### config.mk
export PLATFORM = sky130hd
export DESIGN_NAME = alu_issue_stage_flat
export DESIGN_NICKNAME = d
export VERILOG_FILES = /design/src/rtl/alu_pkg.sv /design/src/rtl/alu_issue_stage_if.sv /design/src/rtl/alu_op_decode.sv /design/src/rtl/alu_issue_stage.sv /design/src/flat_wrapper.sv
export SDC_FILE = /design/constraint.sdc
export NUM_CORES = 1
export LEC_CHECK = 0
export BUFFER_PORTS_ARGS = -buffer_cell sky130_fd_sc_hd__buf_2
export CORE_MARGIN = 2
export CORE_UTILIZATION = 50
export DETAILED_ROUTE_END_ITERATION = 8
export GPL_ROUTABILITY_DRIVEN = 0
export PLACE_DENSITY = 0.93
export SYNTH_ARGS = -nofsm -noshare
export SYNTH_HDL_FRONTEND = slang
export SYNTH_SLANG_ARGS = --single-unit
### constraint.sdc
create_clock -name i_CLK -period 2.15 [get_ports i_CLK]
set_input_delay 0.1075 -clock i_CLK [delete_from_list [all_inputs] [get_ports i_CLK]]
set_output_delay 0.1075 -clock i_CLK [all_outputs]
set_load 0.05 [all_outputs]
### src/rtl/alu_pkg.sv
// Shared ALU definitions: operation codes, MIPS opcode/funct constants and
// the decode record handed from the decoder to the issue stage.
package alu_pkg;

  localparam logic [3:0] ALUOP_ADD     = 4'd0;
  localparam logic [3:0] ALUOP_SUB     = 4'd1;
  localparam logic [3:0] ALUOP_SLL     = 4'd2;
  localparam logic [3:0] ALUOP_AND     = 4'd3;
  localparam logic [3:0] ALUOP_SRL     = 4'd4;
  localparam logic [3:0] ALUOP_NOR     = 4'd5;
  localparam logic [3:0] ALUOP_SRA     = 4'd6;
  localparam logic [3:0] ALUOP_XOR     = 4'd7;
  localparam logic [3:0] ALUOP_REPL_QB = 4'd8;
  localparam logic [3:0] ALUOP_LUI     = 4'd9;
  localparam logic [3:0] ALUOP_OR      = 4'd10;
  localparam logic [3:0] ALUOP_SLT     = 4'd11;

  localparam logic [5:0] OP_RTYPE    = 6'h00;
  localparam logic [5:0] OP_ADDI     = 6'h08;
  localparam logic [5:0] OP_ADDIU    = 6'h09;
  localparam logic [5:0] OP_SLTI     = 6'h0A;
  localparam logic [5:0] OP_ANDI     = 6'h0C;
  localparam logic [5:0] OP_ORI      = 6'h0D;
  localparam logic [5:0] OP_XORI     = 6'h0E;
  localparam logic [5:0] OP_LUI      = 6'h0F;
  localparam logic [5:0] OP_SPECIAL3 = 6'h1F;

  localparam logic [5:0] FN_SLL     = 6'h00;
  localparam logic [5:0] FN_SRL     = 6'h02;
  localparam logic [5:0] FN_SRA     = 6'h03;
  localparam logic [5:0] FN_SLLV    = 6'h04;
  localparam logic [5:0] FN_SRLV    = 6'h06;
  localparam logic [5:0] FN_SRAV    = 6'h07;
  localparam logic [5:0] FN_REPL_QB = 6'h12;
  localparam logic [5:0] FN_ADD     = 6'h20;
  localparam logic [5:0] FN_ADDU    = 6'h21;
  localparam logic [5:0] FN_SUB     = 6'h22;
  localparam logic [5:0] FN_SUBU    = 6'h23;
  localparam logic [5:0] FN_AND     = 6'h24;
  localparam logic [5:0] FN_OR      = 6'h25;
  localparam logic [5:0] FN_XOR     = 6'h26;
  localparam logic [5:0] FN_NOR     = 6'h27;
  localparam logic [5:0] FN_SLT     = 6'h2A;

  // Source of operand B
  typedef enum logic [1:0] {
    B_RT   = 2'd0,
    B_SEXT = 2'd1,
    B_ZEXT = 2'd2
  } b_sel_e;

  // Source of the shift amount
  typedef enum logic [1:0] {
    SH_NONE = 2'd0,
    SH_IMM  = 2'd1,
    SH_RS   = 2'd2
  } sh_sel_e;

  typedef struct packed {
    logic [3:0] alu_op;
    b_sel_e     b_sel;
    sh_sel_e    sh_sel;
    logic       repl;
    logic       ovfl_en;
    logic [4:0] dest;
    logic       writes;
    logic       illegal;
  } alu_decode_t;

endpackage

### src/rtl/alu_issue_stage_if.sv
// Issue-stage bus: upstream instruction handshake plus the registered ALU
// controls presented to the execute stage.
interface alu_issue_stage_if #(
  parameter int WORD_SIZE = 32
);
  logic                   i_valid;
  logic                   o_ready;
  logic [31:0]            i_instr;
  logic [WORD_SIZE-1:0]   i_rs_data;
  logic [WORD_SIZE-1:0]   i_rt_data;
  logic                   i_flush;
  logic                   i_ex_ready;
  logic                   o_valid;
  logic [3:0]             o_ALUOP;
  logic [WORD_SIZE-1:0]   o_A;
  logic [WORD_SIZE-1:0]   o_B;
  logic [4:0]             o_Shamt;
  logic [WORD_SIZE/4-1:0] o_qByte;
  logic                   o_ovfl_en;
  logic [4:0]             o_rd_addr;
  logic                   o_reg_write;
  logic                   o_illegal;

  // Driver side: upstream register read plus the execute stage
  modport master (
    output i_valid, i_instr, i_rs_data, i_rt_data, i_flush, i_ex_ready,
    input  o_ready, o_valid, o_ALUOP, o_A, o_B, o_Shamt, o_qByte,
           o_ovfl_en, o_rd_addr, o_reg_write, o_illegal
  );

  // Issue stage side
  modport slave (
    input  i_valid, i_instr, i_rs_data, i_rt_data, i_flush, i_ex_ready,
    output o_ready, o_valid, o_ALUOP, o_A, o_B, o_Shamt, o_qByte,
           o_ovfl_en, o_rd_addr, o_reg_write, o_illegal
  );
endinterface

### src/rtl/alu_op_decode.sv
// Combinational opcode/funct decoder producing the ALU operation and the
// operand/shift selects; undecodable words collapse to a harmless add.
module alu_op_decode
  import alu_pkg::*;
(
  input  logic [5:0]  i_opcode,
  input  logic [5:0]  i_funct,
  input  logic [4:0]  i_rt,
  input  logic [4:0]  i_rd,
  output alu_decode_t o_dec
);

  // Map opcode/funct to operation, operand sources and destination
  always_comb begin
    o_dec         = '0;
    o_dec.b_sel   = B_RT;
    o_dec.sh_sel  = SH_NONE;
    o_dec.writes  = 1'b1;
    o_dec.dest    = i_rd;
    case (i_opcode)
      OP_RTYPE: begin
        case (i_funct)
          FN_ADD:  begin o_dec.alu_op = ALUOP_ADD; o_dec.ovfl_en = 1'b1; end
          FN_ADDU: o_dec.alu_op = ALUOP_ADD;
          FN_SUB:  begin o_dec.alu_op = ALUOP_SUB; o_dec.ovfl_en = 1'b1; end
          FN_SUBU: o_dec.alu_op = ALUOP_SUB;
          FN_AND:  o_dec.alu_op = ALUOP_AND;
          FN_OR:   o_dec.alu_op = ALUOP_OR;
          FN_XOR:  o_dec.alu_op = ALUOP_XOR;
          FN_NOR:  o_dec.alu_op = ALUOP_NOR;
          FN_SLT:  o_dec.alu_op = ALUOP_SLT;
          FN_SLL:  begin o_dec.alu_op = ALUOP_SLL; o_dec.sh_sel = SH_IMM; end
          FN_SRL:  begin o_dec.alu_op = ALUOP_SRL; o_dec.sh_sel = SH_IMM; end
          FN_SRA:  begin o_dec.alu_op = ALUOP_SRA; o_dec.sh_sel = SH_IMM; end
          FN_SLLV: begin o_dec.alu_op = ALUOP_SLL; o_dec.sh_sel = SH_RS; end
          FN_SRLV: begin o_dec.alu_op = ALUOP_SRL; o_dec.sh_sel = SH_RS; end
          FN_SRAV: begin o_dec.alu_op = ALUOP_SRA; o_dec.sh_sel = SH_RS; end
          default: o_dec.illegal = 1'b1;
        endcase
      end
      OP_ADDI: begin
        o_dec.alu_op = ALUOP_ADD; o_dec.ovfl_en = 1'b1;
        o_dec.b_sel = B_SEXT; o_dec.dest = i_rt;
      end
      OP_ADDIU: begin
        o_dec.alu_op = ALUOP_ADD; o_dec.b_sel = B_SEXT; o_dec.dest = i_rt;
      end
      OP_SLTI: begin
        o_dec.alu_op = ALUOP_SLT; o_dec.b_sel = B_SEXT; o_dec.dest = i_rt;
      end
      OP_ANDI: begin
        o_dec.alu_op = ALUOP_AND; o_dec.b_sel = B_ZEXT; o_dec.dest = i_rt;
      end
      OP_ORI: begin
        o_dec.alu_op = ALUOP_OR; o_dec.b_sel = B_ZEXT; o_dec.dest = i_rt;
      end
      OP_XORI: begin
        o_dec.alu_op = ALUOP_XOR; o_dec.b_sel = B_ZEXT; o_dec.dest = i_rt;
      end
      // The ALU performs the upper-half placement; B carries the raw immediate
      OP_LUI: begin
        o_dec.alu_op = ALUOP_LUI; o_dec.b_sel = B_ZEXT; o_dec.dest = i_rt;
      end
      OP_SPECIAL3: begin
        if (i_funct == FN_REPL_QB) begin
          o_dec.alu_op = ALUOP_REPL_QB;
          o_dec.repl   = 1'b1;
        end else begin
          o_dec.illegal = 1'b1;
        end
      end
      default: o_dec.illegal = 1'b1;
    endcase

    // Illegal words must not write back, trap or shift
    if (o_dec.illegal) begin
      o_dec.alu_op  = ALUOP_ADD;
      o_dec.b_sel   = B_RT;
      o_dec.sh_sel  = SH_NONE;
      o_dec.repl    = 1'b0;
      o_dec.ovfl_en = 1'b0;
      o_dec.dest    = 5'd0;
      o_dec.writes  = 1'b0;
    end
  end

endmodule

### src/rtl/alu_issue_stage.sv
// Decode-to-execute issue stage: decodes one instruction per handshake and
// holds the ALU controls/operands in the ID/EX register with stall and flush.
module alu_issue_stage
  import alu_pkg::*;
#(
  parameter int WORD_SIZE = 32,
  parameter int IMM_SIZE  = 16
) (
  input  logic            i_CLK,
  input  logic            i_RST_N,
  alu_issue_stage_if.slave bus
);

  localparam int QB_W = WORD_SIZE / 4;

  alu_decode_t dec;

  logic                 valid_q,     valid_d;
  logic [3:0]           alu_op_q,    alu_op_d;
  logic [WORD_SIZE-1:0] a_q,         a_d;
  logic [WORD_SIZE-1:0] b_q,         b_d;
  logic [4:0]           shamt_q,     shamt_d;
  logic [QB_W-1:0]      qbyte_q,     qbyte_d;
  logic                 ovfl_en_q,   ovfl_en_d;
  logic [4:0]           rd_addr_q,   rd_addr_d;
  logic                 reg_write_q, reg_write_d;
  logic                 illegal_q,   illegal_d;

  logic                 ready;
  logic                 accept;
  logic [IMM_SIZE-1:0]  imm;
  logic [WORD_SIZE-1:0] imm_sext;
  logic [WORD_SIZE-1:0] imm_zext;
  logic                 unused_rs_field;

  alu_op_decode u_decode (
    .i_opcode (bus.i_instr[31:26]),
    .i_funct  (bus.i_instr[5:0]),
    .i_rt     (bus.i_instr[20:16]),
    .i_rd     (bus.i_instr[15:11]),
    .o_dec    (dec)
  );

  // The rs register number is already resolved into i_rs_data upstream
  assign unused_rs_field = ^bus.i_instr[25:21];

  assign imm      = bus.i_instr[IMM_SIZE-1:0];
  assign imm_sext = {{(WORD_SIZE-IMM_SIZE){imm[IMM_SIZE-1]}}, imm};
  assign imm_zext = {{(WORD_SIZE-IMM_SIZE){1'b0}}, imm};

  assign ready  = ~valid_q | bus.i_ex_ready;
  assign accept = bus.i_valid & ready & ~bus.i_flush;

  // Next-state for the ID/EX register: load on accept, otherwise hold
  always_comb begin
    alu_op_d    = alu_op_q;
    a_d         = a_q;
    b_d         = b_q;
    shamt_d     = shamt_q;
    qbyte_d     = qbyte_q;
    ovfl_en_d   = ovfl_en_q;
    rd_addr_d   = rd_addr_q;
    reg_write_d = reg_write_q;
    illegal_d   = illegal_q;
    // Flush wins over both a new accept and a stalled hold
    valid_d     = accept | (valid_q & ~bus.i_ex_ready & ~bus.i_flush);

    if (accept) begin
      alu_op_d    = dec.alu_op;
      a_d         = bus.i_rs_data;
      case (dec.b_sel)
        B_SEXT:  b_d = imm_sext;
        B_ZEXT:  b_d = imm_zext;
        default: b_d = bus.i_rt_data;
      endcase
      case (dec.sh_sel)
        SH_IMM:  shamt_d = bus.i_instr[10:6];
        SH_RS:   shamt_d = bus.i_rs_data[4:0];
        default: shamt_d = 5'd0;
      endcase
      qbyte_d     = dec.repl ? bus.i_instr[16 +: QB_W] : '0;
      ovfl_en_d   = dec.ovfl_en;
      rd_addr_d   = dec.dest;
      // Writes to $zero are architecturally discarded, so never request them
      reg_write_d = dec.writes & (dec.dest != 5'd0);
      illegal_d   = dec.illegal;
    end
  end

  // ID/EX register with asynchronous clear
  always_ff @(posedge i_CLK or negedge i_RST_N) begin
    if (!i_RST_N) begin
      valid_q     <= 1'b0;
      alu_op_q    <= '0;
      a_q         <= '0;
      b_q         <= '0;
      shamt_q     <= '0;
      qbyte_q     <= '0;
      ovfl_en_q   <= 1'b0;
      rd_addr_q   <= '0;
      reg_write_q <= 1'b0;
      illegal_q   <= 1'b0;
    end else begin
      valid_q     <= valid_d;
      alu_op_q    <= alu_op_d;
      a_q         <= a_d;
      b_q         <= b_d;
      shamt_q     <= shamt_d;
      qbyte_q     <= qbyte_d;
      ovfl_en_q   <= ovfl_en_d;
      rd_addr_q   <= rd_addr_d;
      reg_write_q <= reg_write_d;
      illegal_q   <= illegal_d;
    end
  end

  assign bus.o_ready     = ready;
  assign bus.o_valid     = valid_q;
  assign bus.o_ALUOP     = alu_op_q;
  assign bus.o_A         = a_q;
  assign bus.o_B         = b_q;
  assign bus.o_Shamt     = shamt_q;
  assign bus.o_qByte     = qbyte_q;
  assign bus.o_ovfl_en   = ovfl_en_q;
  assign bus.o_rd_addr   = rd_addr_q;
  assign bus.o_reg_write = reg_write_q;
  assign bus.o_illegal   = illegal_q;

endmodule

### src/flat_wrapper.sv
// flat-port wrapper written by rule: the top's interface ports become plain ports
module alu_issue_stage_flat import alu_pkg::*;
#(
  parameter int WORD_SIZE = 32,
  parameter int IMM_SIZE  = 16
)
  (i_CLK, i_RST_N, bus_i_valid, bus_i_instr, bus_i_rs_data, bus_i_rt_data, bus_i_flush, bus_i_ex_ready, bus_o_ready, bus_o_valid, bus_o_ALUOP, bus_o_A, bus_o_B, bus_o_Shamt, bus_o_qByte, bus_o_ovfl_en, bus_o_rd_addr, bus_o_reg_write, bus_o_illegal);
  alu_issue_stage_if #(.WORD_SIZE(WORD_SIZE)) bus_i ();
  input  logic i_CLK;
  input  logic i_RST_N;
  input wire logic [$bits(bus_i.i_valid)-1:0] bus_i_valid;
  input wire logic [$bits(bus_i.i_instr)-1:0] bus_i_instr;
  input wire logic [$bits(bus_i.i_rs_data)-1:0] bus_i_rs_data;
  input wire logic [$bits(bus_i.i_rt_data)-1:0] bus_i_rt_data;
  input wire logic [$bits(bus_i.i_flush)-1:0] bus_i_flush;
  input wire logic [$bits(bus_i.i_ex_ready)-1:0] bus_i_ex_ready;
  output wire logic [$bits(bus_i.o_ready)-1:0] bus_o_ready;
  output wire logic [$bits(bus_i.o_valid)-1:0] bus_o_valid;
  output wire logic [$bits(bus_i.o_ALUOP)-1:0] bus_o_ALUOP;
  output wire logic [$bits(bus_i.o_A)-1:0] bus_o_A;
  output wire logic [$bits(bus_i.o_B)-1:0] bus_o_B;
  output wire logic [$bits(bus_i.o_Shamt)-1:0] bus_o_Shamt;
  output wire logic [$bits(bus_i.o_qByte)-1:0] bus_o_qByte;
  output wire logic [$bits(bus_i.o_ovfl_en)-1:0] bus_o_ovfl_en;
  output wire logic [$bits(bus_i.o_rd_addr)-1:0] bus_o_rd_addr;
  output wire logic [$bits(bus_i.o_reg_write)-1:0] bus_o_reg_write;
  output wire logic [$bits(bus_i.o_illegal)-1:0] bus_o_illegal;
  assign bus_i.i_valid = bus_i_valid;
  assign bus_i.i_instr = bus_i_instr;
  assign bus_i.i_rs_data = bus_i_rs_data;
  assign bus_i.i_rt_data = bus_i_rt_data;
  assign bus_i.i_flush = bus_i_flush;
  assign bus_i.i_ex_ready = bus_i_ex_ready;
  assign bus_o_ready = bus_i.o_ready;
  assign bus_o_valid = bus_i.o_valid;
  assign bus_o_ALUOP = bus_i.o_ALUOP;
  assign bus_o_A = bus_i.o_A;
  assign bus_o_B = bus_i.o_B;
  assign bus_o_Shamt = bus_i.o_Shamt;
  assign bus_o_qByte = bus_i.o_qByte;
  assign bus_o_ovfl_en = bus_i.o_ovfl_en;
  assign bus_o_rd_addr = bus_i.o_rd_addr;
  assign bus_o_reg_write = bus_i.o_reg_write;
  assign bus_o_illegal = bus_i.o_illegal;
  alu_issue_stage #(.WORD_SIZE(WORD_SIZE), .IMM_SIZE(IMM_SIZE)) u_core (.i_CLK(i_CLK), .i_RST_N(i_RST_N), .bus(bus_i));
endmodule
==> run metrics, run 1 <==
worst-margin pin slew=0.685 ns; layout cell share with drive strength beyond 1=33.0%; peak ir drop on the vdd network=417 uV; Post-DP HPWL=8.83 mm; cell accounting for the most synthesized area=dfrtp_1; maximum operating frequency=0.569 GHz; Reg clk slew, reported paths=0.09 ns; power density cells=816 nW/um2; status=completed; hold depth=3; antenna violations before repair=0; Max Clock Skew=0.0112 ns; vias per cell=5.54; cell family with most CP delay=simple AND/OR/NAND/NOR gates; master cell of the clock root buffer=clkbuf_8; worst reg2reg endpoint=u_core.bus.o_B[20]; source-to-sink clock delay at the later pin of the worst-skew pair=0.35 ns; number of nets at the end of the flow=793; per-cell routed wire length=17.2 um; warnings from Yosys=0; startpoint type of the worst setup path=primary input; cell area reported after detailed placement=5180 um2; DIE AREA=8960 um2; RSZ-0062 raised after global routing=no; internal power=0.00286 W; Final Instance Area=5880 um2; Antenna Violating Nets Remaining=0; normalized max-slew margin=54.3%; synth unique cells=45; CTS H-tree depth=3; area added between synthesis and finish=43.0%; Site Rows=33; clock buffer count from CTS=9; Synth async-reset ratio=100%; cells after synthesis=456; max-capacitance violation count=0; sequential area share after synthesis=54.8%; Post-Place Setup Slack=-0.0684 ns; clock tree from TritonCTS=done; Via Count=4428; Max FO, Critical Path=5; LEAKAGE=3.09 nW; number of pins exceeding their max-slew limit in the final report=0; Die Y=94.6 um; largest cells by area after synthesis=dfrtp_1 (55%), nand2_1 (13%), nor2_1 (5.6%); reg2reg start=u_core.bus.o_valid; switching share of power=40.4%; setup fix buffers added after clock tree synthesis=0; Mapped Nets=561; drc violations=0; number of enable flip-flop cells after synthesis=0; Iteration-0 DRC Markers=276; fin crit share=81.7%; sequential group share of total power=41.9%; slack of the worst reg-to-reg path=0.45 ns; most frequent cells in the layout=buf_2 (188), nand2_1 (147), dfrtp_1 (90); clock net sink count=90; Critical Path AT=1.99 ns; number of failing setup endpoints in the final timing report=0; largest net degree at the start of global routing=73; Final Hold Vio Count=0; net load switching power=0.00194 W; Crit path largest cell delay=0.39 ns; leftover overflow at the end of global routing=0; combined area of all synthesized cells=4110 um2; Worst Setup Path Type=in2reg; via count of the first global-routing pass=4388; CP max-delay cell=or3_4; buffer depth of the longest clock path=2; cells along the critical path=buf_2 > nor3_1 > nand3b_2 > or3_4 > nor3_2 > inv_1 > ha_1 > a22oi_1 > o31ai_1; setup slack of the critical path after layout=0.393 ns; Port Buf Inserts=189; Endpoint, Worst Hold=u_core.bus.o_B[19]; required time of the critical path=2.38 ns; ys flop type=dfrtp_1; fraction of synthesized cell area taken by the top area cell type=54.8%; startpoint of the most critical hold path=bus_i_rt_data[19]; die span in x=94.6 um; flip-flop and latch count after synthesis=90; HP Class=in2reg; min Tclk post-route=1.76 ns; drt total wl=13.7 mm; number of search-and-repair iterations in the first detailed-routing pass=5; aggregate global-route resource usage=30.4%; most common cell after layout, fill and taps aside=buf_2; core area=8090 um2; logic gate share of total power=32.9%; global-route wire length before repair=20.9 mm; mean area per synthesized cell=9.01 um2; buffering stage count on the worst path with inverters included=2; cells on worst reg2reg path=7; Ports=192; Initial Util=50.8%; critical path endpoint category=flop; clock share of power=25.1%
## Yosys cell counts (all sizes together), types with 2 or more instances
cell type  number
nand3          10
nand2b          3
dfrtp          90
a21oi          25
nor3b           4
nand3b          2
a22oi           5
mux2i           6
a221oi         16
nor3            4
nand2         147
nor2b           3
a31oi           2
nor2           61
ha              4
inv             9
clkbuf         12
o21ai           8
o31ai          12
buf            17
## metal layers
layer / GRT usage (%) / vias up / part of all wire (%)
met5: 0 / - / 0
met4: 16.1 / 0 / 4.8
met3: 7.18 / 62 / 8.2
met2: 51.7 / 282 / 50
met1: 35.6 / 2098 / 37
li1: - / 1986 / -
## worst reg2reg max path: cells and delay by family, from the launching register on
| family | cells | cell delay (ns) |
|---|---|---|
| flip-flops | 1 | 0.36 |
| AO/OA/AOI/OAI | 2 | 0.20 |
| AND/OR/NAND/NOR | 2 | 0.51 |
| buffers and inverters | 3 | 0.54 |
## cell type report
cell class | count | area [um2]
Antenna cell | 1 | 2.50
Inverter | 9 | 33.8
Tap cell | 105 | 131
Timing Repair Buffer | 250 | 1570
Clock buffer | 10 | 128
Multi-Input combinational cell | 328 | 1690
Fill cell | 549 | 2220
Clock inverter | 6 | 71.3
Sequential cell | 90 | 2250
## power by group through the flow
stage / combinational (W) / sequential, W / clock [W]
floorplan: 0.000303 / 0.00275 / 0
global placement: 0.00145 / 0.00202 / 0
detailed placement: 0.00148 / 0.00204 / 0
CTS: 0.00156 / 0.00200 / 0.00120
global route: 0.00167 / 0.00203 / 0.00128
finish: 0.00158 / 0.00201 / 0.00121
## worst max-delay path by stage
stage	startpoint	endpoint	slack, ns	cells after the start
5_1_grt	bus_i_instr[30]	u_core.bus.o_Shamt[4]	0.30	9
2_1_floorplan	u_core.bus.o_valid	u_core.bus.o_B[22]	0.09	6
3_3_place_gp	bus_i_instr[30]	u_core.bus.o_B[9]	0.03	8
4_1_cts	bus_i_instr[30]	u_core.bus.o_B[10]	0.23	8
6_report	bus_i_instr[30]	u_core.bus.o_Shamt[4]	0.39	9
3_5_place_dp	bus_i_instr[30]	u_core.bus.o_B[1]	-0.07	8
## through the flow
| stage | hold slack [ns] | utilization (%) | power, W | instances | TNS [ns] |
|---|---|---|---|---|---|
| 2_1_floorplan | -0.188 | - | 0.00305 | 456 | 0 |
| 3_3_place_gp | 0.159 | 64.0 | 0.00347 | 733 | 0 |
| 3_5_place_dp | 0.172 | 64.0 | 0.00352 | 733 | -0.660 |
| 4_1_cts | 0.000573 | 72.5 | 0.00476 | 798 | 0 |
| 5_1_grt | 0.00704 | 72.6 | 0.00497 | 798 | 0 |
| 6_report | 0.00000464 | 72.6 | 0.00480 | 799 | 0 |
## flip-flops by register name (all words and copies together) (netlist names), 4 cells and up
name	count
u_core.bus.o_A	32
u_core.bus.o_ALUOP	4
u_core.bus.o_B	32
u_core.bus.o_Shamt	5
u_core.bus.o_qByte	8
u_core.bus.o_rd_addr	5
## timing repair
action / 4_1_cts / 5_1_grt
hold buffers: 49 / 0
setup endpoints to repair: 0 / 1
endpoints found under the hold margin: 95 / 0
resized for setup: 0 / 1
## cells by family (layout without fill, tap and decap cells)
family	Yosys count	after routing	share of synthesized area (%)
AOI/OAI and AO/OA	74	74	12.6
adders and majority gates	4	4	1.22
buffers and inverters	38	275	4.23
DFF	90	90	54.8
muxes	7	7	1.74
other	0	1	0
and+or+nand+nor	243	243	25.4
Power figures use the tool's default switching activity.
==> inputs of run 2 (changes only) <==
--- a/config.mk
+++ b/config.mk
@@ -5,12 +5,13 @@
 export SDC_FILE = /design/constraint.sdc
 export NUM_CORES = 1
 export LEC_CHECK = 0
+export ABC_AREA = 1
 export BUFFER_PORTS_ARGS = -buffer_cell sky130_fd_sc_hd__buf_2
 export CORE_MARGIN = 2
-export CORE_UTILIZATION = 50
+export CORE_UTILIZATION = 43
 export DETAILED_ROUTE_END_ITERATION = 8
 export GPL_ROUTABILITY_DRIVEN = 0
-export PLACE_DENSITY = 0.93
+export PLACE_DENSITY = 0.85
 export SYNTH_ARGS = -nofsm -noshare
 export SYNTH_HDL_FRONTEND = slang
 export SYNTH_SLANG_ARGS = --single-unit
==> constraint.sdc (replaced) <==
create_clock -name i_CLK -period 1.5 [get_ports i_CLK]
set_input_delay 0.075 -clock i_CLK [delete_from_list [all_inputs] [get_ports i_CLK]]
set_output_delay 0.075 -clock i_CLK [all_outputs]
set_load 0.05 [all_outputs]
==> run 2 against run 1 <==
Compared with the run above:
- the flow now finishes with violations (negative setup slack)
- sequential cell count unchanged
- sequential share of layout area shrank 5.6 points
- largest power group unchanged
- via count is 9.1% higher
- die area up 21%
- synthesized cell count is 17% higher
- critical path depth increased by 4
==> run metrics, run 2 <==
amount of wire on met3 after detailed routing=965 um; setup slack of the critical path after layout=-0.0393 ns; count leader, synth=nand2_1; source-to-sink clock delay at the later pin of the worst-skew pair=0.35 ns; aggregate global-route resource usage=25.7%; synth unique cells=33; drt total wl=14.3 mm; ys flop type=dfrtp_1; startpoint type of the worst setup path=primary input; largest net degree at the start of global routing=47; slack of the worst reg-to-reg path=0.06 ns; final-layout setup total negative slack=-0.107 ns; CP max-delay cell=nor3b_4; number of placed cells counting well taps=882; final standard cell utilization of the core=70.7%; cell area reported after detailed placement=5800 um2; min Tclk post-route=1.54 ns; mean area per synthesized cell=8.08 um2; number of standard cells in the final layout excluding fillers=968; Initial Util=44.3%; Synth async-reset ratio=100%; Iteration-0 DRC Markers=272; cell accounting for the most synthesized area=dfrtp_1; die span in x=104 um; max-capacitance violation count=0; area added between synthesis and finish=59.6%; vias per cell=4.99; Crit path largest cell delay=0.27 ns; flip-flop and latch count after synthesis=90; cells after synthesis=533; Port Buf Inserts=189; via count of the first global-routing pass=4771; sequential area share after synthesis=52.3%; most common cell after layout, fill and taps aside=buf_2; Max Clock Skew=0.00378 ns; Site Rows=36; CTS H-tree depth=3; core area=9730 um2; Via Count=4831; status=finished, violations left; Worst Setup Path Type=in2reg; Mapped Nets=638; maximum operating frequency=0.650 GHz; per-cell routed wire length=14.8 um; worst reg2reg endpoint=u_core.bus.o_Shamt[0]; Met2 Wirelength=7.28 mm; Critical Path AT=1.83 ns; clock tree from TritonCTS=done; fin crit share=103%; layout cell share with drive strength beyond 1=38.8%; startpoint of the most critical hold path=bus_i_rt_data[12]; global-route wire length before repair=22.6 mm; Die Y=104 um; RSZ-0062 raised after global routing=yes; combined area of all synthesized cells=4310 um2; required time of the critical path=1.79 ns; highest routed layer=met4; most frequent cells in the layout=buf_2 (180), nand2_1 (167), dfrtp_1 (89); Max FO, Critical Path=5; clock net sink count=90; worst-margin pin slew=0.415 ns; number of pins exceeding their max-slew limit in the final report=0; Final Instance Area=6880 um2; Reg clk slew, reported paths=0.09 ns; antenna violations before repair=0; number of enable flip-flop cells after synthesis=0; violated checks=negative setup slack; DIE AREA=10800 um2; Endpoint, Worst Hold=u_core.bus.o_B[12]; Ant. Diodes=0; critical path endpoint category=flop; hold depth=3; largest cells by area after synthesis=dfrtp_1 (52%), nand2_1 (15%), a21oi_1 (7.2%); master cell of the clock root buffer=clkbuf_8; peak ir drop on the vdd network=625 uV; ranking of synthesized cells by instance count=nand2_1 (171), dfrtp_1 (90), a21oi_1 (62); Ports=192; clock buffer count from CTS=9; warnings from Yosys=0; number of failing setup endpoints in the final timing report=5; LEAKAGE=3.58 nW; leftover overflow at the end of global routing=0; cells on worst reg2reg path=7; drc violations=0; Post-Place Setup Slack=-0.350 ns; Post-DP HPWL=9.19 mm; normalized max-slew margin=72.3%; Antenna Violating Nets Remaining=0; power density cells=1030 nW/um2; cells along the critical path=buf_6 > inv_2 > nor2_4 > nand2_1 > nor2_2 > nor2_2 > nand3_4 > nand2_4 > nor3b_4 > inv_2 > ha_4 > or2_4 > o21ai_1; fraction of synthesized cell area taken by the top area cell type=52.3%; Final Hold Vio Count=0; number of nets at the end of the flow=935; number of search-and-repair iterations in the first detailed-routing pass=4; buffer depth of the longest clock path=2; reg2reg start=u_core.bus.o_valid; HP Class=in2reg; Met1 Wirelength=5.58 mm
## run 2: worst max-delay path by stage
stage,endpoint,slack [ns],start
finish,u_core.bus.o_Shamt[0],-0.04,bus_i_instr[5]
detailed placement,u_core.bus.o_Shamt[3],-0.35,bus_i_instr[30]
global route,u_core.bus.o_Shamt[0],-0.11,bus_i_instr[5]
CTS,u_core.bus.o_Shamt[3],0.003,bus_i_instr[0]
global placement,u_core.bus.o_Shamt[2],-0.30,bus_i_instr[30]
floorplan,u_core.bus.o_Shamt[1],-0.15,bus_i_instr[1]
## run 2: repair_timing
item,in CTS,in global routing
hold endpoints to repair,87,0
hold buffers,63,0
resized for setup,0,60
buffers inserted,0,7
setup endpoints to repair,0,57
## run 2: per-layer routing
| layer | vias to the layer above | GRT usage (%) |
|---|---|---|
| met4 | 0 | 10.1 |
| li1 | 2315 | - |
| met3 | 45 | 4.70 |
| met1 | 2246 | 31.3 |
| met5 | - | 0 |
| met2 | 225 | 45.0 |
## run 2: report_power, final
part / internal (W) / switching, W / leakage, nW
sequential: 0.00271 / 0.000155 / 1.12
combinational: 0.000702 / 0.00173 / 2.35
clock: 0.000868 / 0.000887 / 0.106
## run 2: cell type report
class | instances | area [um2]
Fill cell | 744 | 2850
Sequential cell | 90 | 2250
Timing Repair Buffer | 311 | 2150
Multi-Input combinational cell | 381 | 1940
Tap cell | 133 | 166
Clock buffer | 11 | 151
Inverter | 37 | 150
Clock inverter | 5 | 60.1
## run 2: cell families (layout without fill, tap and decap cells)
group,Yosys count,count (layout),synth area share [%]
adder cells (fa/ha/maj),4,4,1.16
flip-flops,90,90,52.3
AND/OR/NAND/NOR,273,273,28.1
AO/OA/AOI/OAI,104,104,12.6
buffers and inverters,62,364,5.89
## run 2: worst max-delay path, delay by kind of cell
family / cells / cell delay, ns
adders and majority gates: 1 / 0.21
AOI/OAI and AO/OA: 1 / 0.13
and+or+nand+nor: 8 / 1.20
buffers and inverters: 3 / 0.21
## run 2: metrics by stage
step,power (W),hold slack (ns)
floorplan,0.00441,-0.221
global placement,0.00510,0.0364
detailed placement,0.00514,0.0315
CTS,0.00702,0.000305
global route,0.00738,0.0137
finish,0.00706,0.0167
